===== src/rtl/seq_det_ctrl.sv =====
// seq_det_ctrl: programmable serial sequence detector.
// A host loads a pattern of 1..MAXLEN bits, then starts a run. Each data bit
// seen in RUN is shifted into a history register and compared with the pattern.
// The match flag is Mealy, so it is valid in the same cycle as the bit that
// completes the pattern. Matches are counted, optionally up to a limit; reaching
// the limit ends the run with a one-cycle done pulse.
module seq_det_ctrl #(
    parameter int MAXLEN = 8,
    parameter int CNTW   = 8,
    parameter int LW     = $clog2(MAXLEN) + 1
) (
    input  logic              clk,
    input  logic              rst,
    input  logic              cfg_we,
    input  logic [MAXLEN-1:0] cfg_pattern,
    input  logic [LW-1:0]     cfg_len,
    input  logic              cfg_overlap,
    input  logic [CNTW-1:0]   cfg_limit,
    input  logic              start,
    input  logic              stop,
    input  logic              data,
    output logic              detected,
    output logic              busy,
    output logic              done,
    output logic [CNTW-1:0]   match_count,
    output logic              cfg_err
);

    typedef enum logic [1:0] {
        IDLE = 2'd0,
        RUN  = 2'd1,
        DONE = 2'd2
    } state_t;

    state_t state_q, state_d;

    // Configuration, loaded only while idle.
    logic [MAXLEN-1:0] pat_q;
    logic [LW-1:0]     len_q;
    logic              ovl_q;
    logic [CNTW-1:0]   limit_q;

    // Run state: the last MAXLEN-1 data bits, how many of them are valid
    // history for the current match attempt, and the match counter.
    logic [MAXLEN-2:0] shreg_q;
    logic [LW-1:0]     fill_q;
    logic [CNTW-1:0]   count_q;
    logic              cfg_err_q;

    // Derived signals.
    logic [MAXLEN-1:0] window;
    logic [MAXLEN-1:0] len_mask;
    logic              cfg_len_ok;
    logic              cfg_accept;
    logic              pat_hit;
    logic              hist_ok;
    logic              match;
    logic              run_start;
    logic              limit_hit;
    logic [CNTW-1:0]   count_inc;
    logic [LW-1:0]     fill_inc;

    // The newest bit is the live input; older bits come from the history
    // register, so the oldest bit of the window sits at the MSB.
    assign window = {shreg_q, data};

    // Mask selecting the low len_q bits of the window and the pattern.
    always_comb begin
        // NOTE: every variable driven here gets a value on every path (the
        // default below), otherwise synthesis would infer a latch.
        len_mask = '0;
        for (int i = 0; i < MAXLEN; i++) begin
            len_mask[i] = (i < int'(len_q));
        end
    end

    assign cfg_len_ok = (cfg_len != '0) && (cfg_len <= LW'(MAXLEN));
    assign cfg_accept = cfg_we && (state_q == IDLE) && cfg_len_ok;

    // A match needs len-1 valid history bits plus the live bit. stop in the
    // same cycle suppresses the match so an aborted run never counts it.
    assign pat_hit = ((window ^ pat_q) & len_mask) == '0;
    assign hist_ok = fill_q >= (len_q - LW'(1));
    assign match   = (state_q == RUN) && !stop && hist_ok && pat_hit;

    assign run_start = (state_q == IDLE) && start && !stop;

    // Counter saturates at all-ones rather than wrapping back to zero.
    assign count_inc = (&count_q) ? count_q : count_q + CNTW'(1);
    assign fill_inc  = (fill_q == LW'(MAXLEN)) ? fill_q : fill_q + LW'(1);

    // A limit of zero means "run until stopped".
    assign limit_hit = match && (limit_q != '0) && (count_inc == limit_q);

    // State register.
    always_ff @(posedge clk or posedge rst) begin
        // NOTE: sequential state uses non-blocking assignments so every
        // register samples the values from before this edge.
        if (rst) begin
            state_q <= IDLE;
        end else begin
            state_q <= state_d;
        end
    end

    // Next-state logic.
    always_comb begin
        state_d = state_q;
        case (state_q)
            IDLE: begin
                if (start && !stop) begin
                    state_d = RUN;
                end
            end
            RUN: begin
                if (stop) begin
                    state_d = IDLE;
                end else if (limit_hit) begin
                    state_d = DONE;
                end
            end
            DONE:    state_d = IDLE;
            default: state_d = IDLE;
        endcase
    end

    // Output decode: the match flag is Mealy, the rest follow the state.
    always_comb begin
        detected    = match;
        busy        = (state_q == RUN);
        done        = (state_q == DONE);
        match_count = count_q;
        cfg_err     = cfg_err_q;
    end

    // Configuration registers; reset restores the single-bit zero pattern.
    always_ff @(posedge clk or posedge rst) begin
        if (rst) begin
            pat_q   <= '0;
            len_q   <= LW'(1);
            ovl_q   <= 1'b0;
            limit_q <= '0;
        end else if (cfg_accept) begin
            pat_q   <= cfg_pattern;
            len_q   <= cfg_len;
            ovl_q   <= cfg_overlap;
            limit_q <= cfg_limit;
        end
    end

    // Rejected configuration writes are flagged for exactly one cycle.
    always_ff @(posedge clk or posedge rst) begin
        if (rst) begin
            cfg_err_q <= 1'b0;
        end else begin
            cfg_err_q <= cfg_we && !cfg_accept;
        end
    end

    // History, fill level and match counter.
    always_ff @(posedge clk or posedge rst) begin
        if (rst) begin
            shreg_q <= '0;
            fill_q  <= '0;
            count_q <= '0;
        end else if (run_start) begin
            shreg_q <= '0;
            fill_q  <= '0;
            count_q <= '0;
        end else if (state_q == RUN) begin
            shreg_q <= window[MAXLEN-2:0];
            if (match) begin
                count_q <= count_inc;
                // Non-overlapping mode discards the history so the next match
                // has to be built entirely from fresh bits.
                fill_q  <= ovl_q ? fill_inc : '0;
            end else begin
                fill_q  <= fill_inc;
            end
        end
    end

endmodule

===== config.mk =====
export PLATFORM = sky130hd
export DESIGN_NAME = seq_det_ctrl
export DESIGN_NICKNAME = d
export VERILOG_FILES = /design/src/rtl/seq_det_ctrl.sv
export SDC_FILE = /design/constraint.sdc
export NUM_CORES = 1
export LEC_CHECK = 0
export CORE_MARGIN = 1
export CORE_UTILIZATION = 49
export CTS_CLUSTER_SIZE = 24
export DETAILED_ROUTE_END_ITERATION = 10
export PLACE_DENSITY = 0.76
export SETUP_SLACK_MARGIN = 0.4
export SKIP_LAST_GASP = 1
export SLEW_MARGIN = 15
export SYNTH_ARGS = -nofsm -noshare
export SYNTH_HDL_FRONTEND = slang
export SYNTH_SLANG_ARGS = --single-unit

===== constraint.sdc =====
create_clock -name clk -period 2.5 [get_ports clk]
set_input_delay 0.5 -clock clk [delete_from_list [all_inputs] [get_ports clk]]
set_output_delay 0.5 -clock clk [all_outputs]
set_load 0.02 [all_outputs]

==> out/metrics.yaml, run 1 <==
yosysWarnings: 0
ios: 39
vias: 2210
worstPathCellList: "inv_2 > ha_4 > xnor2_2 > ha_1 > o21a_1 > a21oi_4 > nor3_4 > buf_6"
yosys-top-cells-count: "dfrtp_1 (42), nand2_1 (24), mux2_2 (22)"
yosysSeqAreaShare_pct: 41.65
netlist.area_leader.share_pct: 40.64
max_freq_mhz: 378.8
grt_pass1_vias: 2056
die_area_um2: 5573
hp-class: "register to register"
tightest_slew_ns: 0.5404
clk_latency_ns: 0.30
setup_viol: 1
drtIter0Drc: 186
cts_tree: "yes"
synth.area.top_cells: "dfrtp_1 (41%), mux2_2 (9.6%), ha_1 (4.8%)"
n_fill_cell: 412
rsz0062_at_grt: "yes"
worst-setup-path-type: "register to output port"
via_per_inst: 5.785
multiInputGateArea_um2: 1515
cts_made_buffers: 5
grt_start_max_net_pins: 44
ant_nets: 0
yosysTopAreaCell: "dfrtp_1"
synth_ff_type: "dfrtp_1"
critPathBufInv: 2
violations: "setup timing"
cts_sinks: 43
seqCellArea_um2: 1084
grt_pass1_wl_um: 9846
start_util_pct: 50.64
hold_viol: 0
dp_slack_ns: -0.5441
power_leakage_nw: 1.446
ys_seq_elements: 43
core-area_um2: 5107
syn_area_per_cell_um2: 10.14
syn2layout_area_growth_pct: 33.04
syn_area_um2: 2586
arrival_ns: 2.14
cp_top_family: "flip-flops"
holdBufCountCts: 0
required_ns: 2.00
grtUsageTotal_pct: 23.47
yosysMostFrequentCell: "dfrtp_1"
place_inst: 369
wl_um: 6182
antenna_found_initial: 0
layout.cells.non_filler: 382
netlist_instances: 255
fin_ws_ns: -0.1396
dieWidth_um: 74.65
period_minus_slack_ns: 2.640
clk_pin_slew_ns: 0.09
ir_drop_v: 0.0004849
antennaDiodeCount: 0
slew_violations: 0
htreeDepth: 2
root_buffer: "clkbuf_8"
synth_edf_count: 0
grt_remaining_overflow: 0
finish.utilization_pct: 67.37
slew_headroom_pct: 63.97
fin_crit_sh_pct: 105.6
skew_ns: 0.006627
place_congestion: 0.9368
end_kind: "output port"
fin_area_um2: 3441
nets: 348
first_pass_iters: 4
routedWlPerCell_um: 16.18
cts.path.max_buffers: 2
path_max_fanout: 3
die_h_um: 74.65
worst_setup_path_start_kind: "register"
maxCapViolations: 0
powerDensity_nw_per_um2: 692.2
rows: 26
synth_nets: 292
portBuffers: 38
drive_gt1_share_pct: 29.81
crit_path_max_incr_delay_ns: 0.55
place_hpwl_um: 4272
outcome: "finished with violations"
slowest_stage: "dfstp_2"
drc_errors: 0
synth_cell_types: 55
async_reset_ff_share_pct: 100.0
place_area_um2: 3151
flip-flops by register name, summed over array words and instances (netlist names):
name and cells:
limit_q 8, match_count 8, pat_q 8, shreg_q 7, fill_q 4, len_q 4
state_q 2, cfg_err 1, ovl_q 1
through the flow:
stage          power [W]  hold WS, ns  setup TNS [ns]
6_report        0.002382       0.5277         -0.1396
5_1_grt         0.002529       0.5551         -0.3413
4_1_cts         0.002304       0.5209         -0.1071
3_5_place_dp    0.001770       0.5012         -0.9261
3_3_place_gp    0.001727       0.4874         -0.4579
2_1_floorplan   0.001484       0.4798               0
cells by family after synthesis:
kind of cell | Yosys count | share of synthesized area, %
flip-flops | 43 | 41.65
adder cells (fa/ha/maj) | 10 | 4.838
AND/OR/NAND/NOR | 87 | 18.39
XOR/XNOR | 17 | 5.757
multiplexers | 24 | 10.35
buffers and inverters | 27 | 5.757
AO/OA/AOI/OAI | 47 | 13.26
layout make-up:
class / count / share of cell area (%)
clock buffer: 6 / 2.400
clock inverter: 2 / 0.4727
inverter: 11 / 1.200
multi-input combinational: 185 / 44.04
sequential: 43 / 31.49
tap: 70 / 2.545
timing repair buffer: 65 / 17.85
layout by cell type (no fill, tap or decap), drive strengths merged, types with 6 or more instances in the layout:
master | Yosys | final
a21oi | 9 | 9
buf | 13 | 27
clkbuf | 3 | 7
clkdlybuf4s50 | 0 | 35
dfrtp | 42 | 42
ha | 10 | 10
inv | 11 | 11
mux2 | 22 | 22
nand2 | 24 | 24
nand3 | 16 | 16
nor2 | 7 | 7
nor3 | 11 | 11
o21ai | 8 | 8
xnor2 | 11 | 11
xor2 | 6 | 6
final timing paths:
path                                         from                         end  slack [ns]  depth (start not counted)
setup / recovery             len_q[0]$_DFFE_PP1P_                    detected       -0.14                          8
hold / removal             shreg_q[1]$_DFFE_PP0P_      shreg_q[2]$_DFFE_PP0P_        0.53                          2
setup reg to reg             len_q[0]$_DFFE_PP1P_      state_q[0]$_DFFE_PP0P_        0.01                         12
hold reg to reg            shreg_q[1]$_DFFE_PP0P_      shreg_q[2]$_DFFE_PP0P_        0.53                          2
max in group asynchronous                     rst  match_count[2]$_DFFE_PP0P_        1.47                          3
min in group asynchronous                     rst      limit_q[0]$_DFFE_PP0P_        0.63                          3
per-layer routing:
metal / track usage (%) / up-vias / wire length [um]
met5: 0 / - / 0
met4: 9.434 / 0 / 154
met3: 4.150 / 20 / 249
met2: 36.84 / 70 / 3016
met1: 32.38 / 1078 / 2761
li1: - / 1042 / -
what timing repair did:
action                     in CTS  in global routing
cloned                          0                  1
resized for setup              17                 20
setup endpoints to repair      17                 18
setup buffers                   1                  3
pin swaps                       7                 10
worst reg2reg max path, cell delays in order (launching register included):
cell and delay [ns]:
dfstp_2 0.55, inv_2 0.05, ha_4 0.16, xnor2_2 0.12, ha_1 0.28, o21a_1 0.16, a21oi_4 0.08, nor3_4 0.26
buf_4 0.17, buf_6 0.11, buf_8 0.13, and4_4 0.23, o21ai_2 0.05
power breakdown:
group	leakage (nW)	switching, W	total [W]	internal, W
Sequential	0.535	0.000155	0.000987	0.000832
Combinational	0.864	0.000424	0.000917	0.000493
Clock	0.0474	0.000253	0.000478	0.000226
Total	1.45	0.000832	0.00238	0.00155
Note: power is estimated with default switching activity, not from simulation.
==> run 2: changes to the inputs <==
- GPL_ROUTABILITY_DRIVEN: default -> 1
==> results of run 2 <==
Same layout as run 1: the final DEF is identical, and so are final timing and power.
